===== src/rtl/fetch_unit_if.sv =====
// Instruction-memory request/response bus between the fetch unit (master)
// and the instruction memory (slave).
interface fetch_unit_if;
   logic        imem_req;
   logic [31:0] imem_addr;
   logic        imem_gnt;
   logic        imem_rvalid;
   logic [31:0] imem_rdata;

   modport master (
      output imem_req,
      output imem_addr,
      input  imem_gnt,
      input  imem_rvalid,
      input  imem_rdata
   );

   modport slave (
      input  imem_req,
      input  imem_addr,
      output imem_gnt,
      output imem_rvalid,
      output imem_rdata
   );
endinterface


===== src/rtl/fetch_unit.sv =====
// Instruction fetch stage: one outstanding imem request at a time, buffers a
// single instruction for the IF/ID register and handles EX-stage redirects.
module fetch_unit #(
   parameter logic [31:0] RESET_PC = 32'h0000_0000
) (
   input  logic               clk,
   input  logic               rst,
   input  logic               StallF,
   input  logic               PCSrcE,
   input  logic [31:0]        PCTargetE,
   fetch_unit_if.master       imem,
   output logic [31:0]        InstF,
   output logic [31:0]        PCF,
   output logic [31:0]        PC4F,
   output logic               ValidF
);

   localparam logic [31:0] NOP = 32'h0000_0013;

   typedef enum logic [1:0] {
      REQ  = 2'd0,
      WAIT = 2'd1,
      HOLD = 2'd2,
      DROP = 2'd3
   } state_t;

   state_t      state;
   logic [31:0] fetchPc;

   always_ff @(posedge clk or negedge rst) begin
      if (!rst) begin
         state   <= REQ;
         fetchPc <= RESET_PC;
         InstF   <= NOP;
         PCF     <= RESET_PC;
         ValidF  <= 1'b0;
      end else if (PCSrcE) begin
         // A redirect wins over everything; an in-flight response must still be drained.
         fetchPc <= {PCTargetE[31:2], 2'b00};
         ValidF  <= 1'b0;
         InstF   <= NOP;
         case (state)
            REQ:     state <= imem.imem_gnt    ? DROP : REQ;
            WAIT:    state <= imem.imem_rvalid ? REQ  : DROP;
            HOLD:    state <= REQ;
            DROP:    state <= DROP;
            default: state <= REQ;
         endcase
      end else begin
         case (state)
            REQ: begin
               if (imem.imem_gnt) state <= WAIT;
            end
            WAIT: begin
               if (imem.imem_rvalid) begin
                  InstF   <= imem.imem_rdata;
                  PCF     <= fetchPc;
                  ValidF  <= 1'b1;
                  fetchPc <= fetchPc + 32'd4;
                  state   <= HOLD;
               end
            end
            HOLD: begin
               if (!StallF) begin
                  ValidF <= 1'b0;
                  InstF  <= NOP;
                  state  <= REQ;
               end
            end
            DROP: begin
               if (imem.imem_rvalid) state <= REQ;
            end
            default: state <= REQ;
         endcase
      end
   end

   assign imem.imem_req  = (state == REQ);
   assign imem.imem_addr = fetchPc;
   assign PC4F           = PCF + 32'd4;

endmodule


===== src/flat_wrapper.sv =====
// flat-port wrapper written by rule: the top's interface ports become plain ports
module fetch_unit_flat 
#(
   parameter logic [31:0] RESET_PC = 32'h0000_0000
)
  (clk, rst, StallF, PCSrcE, PCTargetE, InstF, PCF, PC4F, ValidF, imem_imem_req, imem_imem_addr, imem_imem_gnt, imem_imem_rvalid, imem_imem_rdata);
  fetch_unit_if imem_i ();
  input  logic clk;
  input  logic rst;
  input  logic StallF;
  input  logic PCSrcE;
  input  logic [31:0] PCTargetE;
  output logic [31:0] InstF;
  output logic [31:0] PCF;
  output logic [31:0] PC4F;
  output logic ValidF;
  output wire logic [$bits(imem_i.imem_req)-1:0] imem_imem_req;
  output wire logic [$bits(imem_i.imem_addr)-1:0] imem_imem_addr;
  input wire logic [$bits(imem_i.imem_gnt)-1:0] imem_imem_gnt;
  input wire logic [$bits(imem_i.imem_rvalid)-1:0] imem_imem_rvalid;
  input wire logic [$bits(imem_i.imem_rdata)-1:0] imem_imem_rdata;
  assign imem_imem_req = imem_i.imem_req;
  assign imem_imem_addr = imem_i.imem_addr;
  assign imem_i.imem_gnt = imem_imem_gnt;
  assign imem_i.imem_rvalid = imem_imem_rvalid;
  assign imem_i.imem_rdata = imem_imem_rdata;
  fetch_unit #(.RESET_PC(RESET_PC)) u_core (.clk(clk), .rst(rst), .StallF(StallF), .PCSrcE(PCSrcE), .PCTargetE(PCTargetE), .imem(imem_i), .InstF(InstF), .PCF(PCF), .PC4F(PC4F), .ValidF(ValidF));
endmodule

===== config.mk =====
export PLATFORM = sky130hd
export DESIGN_NAME = fetch_unit_flat
export DESIGN_NICKNAME = d
export VERILOG_FILES = /design/src/rtl/fetch_unit_if.sv /design/src/rtl/fetch_unit.sv /design/src/flat_wrapper.sv
export SDC_FILE = /design/constraint.sdc
export NUM_CORES = 1
export LEC_CHECK = 0
export CAP_MARGIN = 20
export CORE_UTILIZATION = 43
export CTS_CLUSTER_DIAMETER = 50
export DETAILED_ROUTE_END_ITERATION = 10
export PLACE_DENSITY = 0.8
export SETUP_SLACK_MARGIN = 0.2
export SLEW_MARGIN = 30
export SYNTH_ARGS = -nofsm -noshare
export SYNTH_HDL_FRONTEND = slang
export SYNTH_SLANG_ARGS = --single-unit
export TNS_END_PERCENT = 5

===== constraint.sdc =====
create_clock -name clk -period 2.7 [get_ports clk]
set_input_delay 0.27 -clock clk [delete_from_list [all_inputs] [get_ports clk]]
set_output_delay 0.27 -clock clk [all_outputs]
set_load 0.01 [all_outputs]

==> flow_summary.yaml <==
outcome:
  status: "finished clean"
grt:
  grt_pass1_vias: 4360
  grt_overflow_total: 0
  grt_pass1_wl_um: 22600
  track_usage: 0.250
  grt_max_degree: 46
  antenna_found_initial: 0
power:
  power.leakage_uw: 0.00307
  p_per_area_nw_per_um2: 852
  p_switching_uw: 2060
  pwr-share-seq: 0.366
  swShare: 0.328
  combPwrFrac: 0.410
  ir_drop_mv: 0.575
  internal-power_uw: 4210
  clock_power_share: 0.224
clocking:
  clockRootBuffer: "clkbuf_16"
  cts_buffers: 9
  tritoncts: "done"
  cts_buffer_depth: 2
  cts_max_level: 3
  cts.sinks: 95
  cts.clk_slew.worst_paths_ns: 0.06
  clk_latency_ns: 0.34
setup_path:
  cp_max_fo: 10
  crit_type: "flop to primary output"
  rr_worst_depth: 5
  cp-end-kind: "primary output"
  crit_path_end: "PC4F[22]"
  startpoint: "u_core.PCF[2]$_DFFE_PN0P_"
  critPathRequiredTime_ns: 2.43
  crit_arrival_ns: 2.30
  ff2ff_setup_slack_ns: 0.54
  start_kind: "flop"
  reg2reg_from: "u_core.imem.imem_addr[2]$_DFFE_PN0P_"
  rr_endpoint: "u_core.imem.imem_addr[24]$_DFFE_PN0P_"
floorplanning:
  die_h_um: 108
  fp.coreArea_um2: 10900
  pin_count: 200
  row_count: 38
  start_util: 0.443
  fp.dieW_um: 108
  dieArea_um2: 11700
timing:
  max_freq_mhz: 388
  grt_setup_unrepaired: "true"
  clock-skew-final_ns: 0.00492
  final-setup-viol-count: 0
  slew_violations: 0
  fin_crit_ns: 2.57
  setup_tns_ns: 0
  tightest_slew_ns: 0.657
  hold_viol: 0
  post-route-period-util: 0.953
  relSlewSlack: 0.561
layout:
  drive_gt1_frac: 0.129
  seqCellArea_um2: 2390
  nets: 728
  syn2layout_area_growth_pct: 51.9
  n_antenna_cell: 0
  final_cells: 800
  fillCellCount: 863
  multi_input_area_um2: 2350
synthesis:
  synth_area_leader_cell: "dfrtp_1"
  postSynthCellCount: 465
  synth_area_per_cell_um2: 10.4
  synthTopCellsByArea: "dfrtp_1 47%, mux2_2 6.5%, a22o_1 5.2%, xnor2_1 5.1%, nand4_1 3.7%"
  synth_seq_area_share: 0.491
  synth_top_area_frac: 0.475
  ys_async_sr_fraction: 1.00
  synth_top_flop_cell: "dfrtp_1"
  ys_warn_count: 0
  ys_seq_elements: 95
  synth_edf_count: 0
  netlist_area_um2: 4850
  yosysUniqueCellTypes: 50
drt:
  drcViolationCount: 0
  drt-total-wl_um: 14500
  ant_nets: 0
  viasPerCell: 5.75
  drt_first_pass_iters: 5
  dr.first_iter.drc_count: 332
  routedWlPerCell_um: 18.2
  num_vias: 4602
placed_design:
  dp_hpwl_um: 10100
  gp_congestion: 0.816
  port_buffers: 191
  dp_cells: 783
job:
  drv_cap: 0
hold_path:
  hp-class: "input pin to flop"
## stage by stage
step                 util  power (uW)  setup slack, ns  area (um2)  hold WS [ns]
floorplan               -        3310            0.663        4870       -0.0256
global placement    0.633        4770            0.380        6920         0.311
detailed placement  0.633        4860            0.350        6920         0.309
CTS                 0.666        6320           0.0407        7280         0.411
global route        0.673        6600           0.0477        7360         0.450
finish              0.673        6280            0.126        7360         0.427
## state kept, by name, indices dropped and copies added (netlist names)
signal                 cells
u_core.InstF              32
u_core.PCF                30
u_core.ValidF              1
u_core.imem.imem_addr     30
u_core.state               2
## how the worst min path moves through the flow
stage,from,to,slack [ns],cells after the start
after floorplan,rst,u_core.InstF[10]$_DFFE_PN0P_,-0.03,0
after global placement,rst,u_core.PCF[31]$_DFFE_PN0P_,0.31,1
after detailed placement,rst,u_core.PCF[31]$_DFFE_PN0P_,0.31,1
after CTS,PCSrcE,u_core.imem.imem_addr[13]$_DFFE_PN0P_,0.41,3
after global routing,PCSrcE,u_core.imem.imem_addr[13]$_DFFE_PN0P_,0.45,3
final,PCSrcE,u_core.imem.imem_addr[13]$_DFFE_PN0P_,0.43,3
## cell usage in the layout (no fill, tap or decap), types with 9 or more instances in the layout
cell type and count:
dfrtp_1 84, a31oi_1 12, clkbuf_16 9, a22o_1 29, nand2_1 33, nand4_1 29
buf_4 16, xor2_1 10, mux2_2 28, nand3_1 29, o21ai_0 19, xnor2_1 28
or4_1 10, clkdlybuf4s50_1 170, dlymetal6s2s_1 19, nor2_1 21, o31ai_1 12
## routing by layer
| layer | part of all wire | up-vias | track usage | wire, um |
|---|---|---|---|---|
| li1 | - | 2107 | - | - |
| met1 | 0.42 | 2269 | 0.336 | 6100 |
| met2 | 0.49 | 201 | 0.408 | 7150 |
| met3 | 0.067 | 25 | 0.0350 | 980 |
| met4 | 0.020 | 0 | 0.0969 | 295 |
| met5 | 0 | - | 0 | 0 |
## synthesized netlist by cell type (2+ instances only)
cell      instances
nand4_1          29
a22o_1           29
o211ai_1          2
a22oi_1           3
xnor2_1          28
nor4_1            4
inv_1             8
dfstp_2           3
o31ai_1          12
buf_4             6
o21ai_0          19
nor2_1           22
clkbuf_1         19
and4_1            5
a31oi_1          12
nor3b_1           4
xor2_1           10
and3_1            8
buf_2             7
ha_1              2
nor3_1            8
or3_1             3
mux2_2           28
dfrtp_1          92
nand2_1          34
o32a_1            3
nand3_1          30
nor2b_1           4
or4_1            10
## power by group through the flow
stage,combinational [uW],sequential (uW),clock (uW)
3_3_place_gp,2510,2260,0
3_5_place_dp,2570,2300,0
6_report,2570,2300,1410
4_1_cts,2610,2270,1430
5_1_grt,2740,2370,1490
2_1_floorplan,956,2350,0
## cell type report
class	count	share of cell area
Clock buffer	12	0.0362
Clock inverter	3	0.00883
Inverter	9	0.00459
Multi-Input combinational cell	333	0.319
Sequential cell	95	0.325
Tap cell	140	0.0238
Timing Repair Buffer	208	0.283
## critical path, cell delays in order, from the launching register on
cell	delay, ns
dfrtp_2	0.43
ha_4	0.16
nand4_1	0.17
nor3_2	0.18
buf_6	0.20
nand4_1	0.12
xnor2_1	0.15
clkdlybuf4s50_1	0.55
## cells by family (layout without fill, tap and decap cells)
family                   after synthesis  in the layout  share of synthesized area
other                                  1              6                   0.000773
XOR/XNOR                              38             38                     0.0686
AO/OA/AOI/OAI                         87             87                      0.132
flip-flops                            95             95                      0.491
AND/OR/NAND/NOR                      170            170                      0.194
buffers and inverters                 42            232                     0.0390
adder cells (fa/ha/maj)                3              3                    0.00722
multiplexers                          29             29                     0.0671
## repair_timing
| item | in CTS | in global routing |
|---|---|---|
| hold endpoints to repair | 40 | 0 |
| pin swaps | 1 | 2 |
| gates resized for setup | 7 | 28 |
| endpoints found under the setup margin | 21 | 21 |
| buffers inserted | 1 | 0 |
| hold buffers | 1 | 0 |
Note: power is estimated with default switching activity, not from simulation.
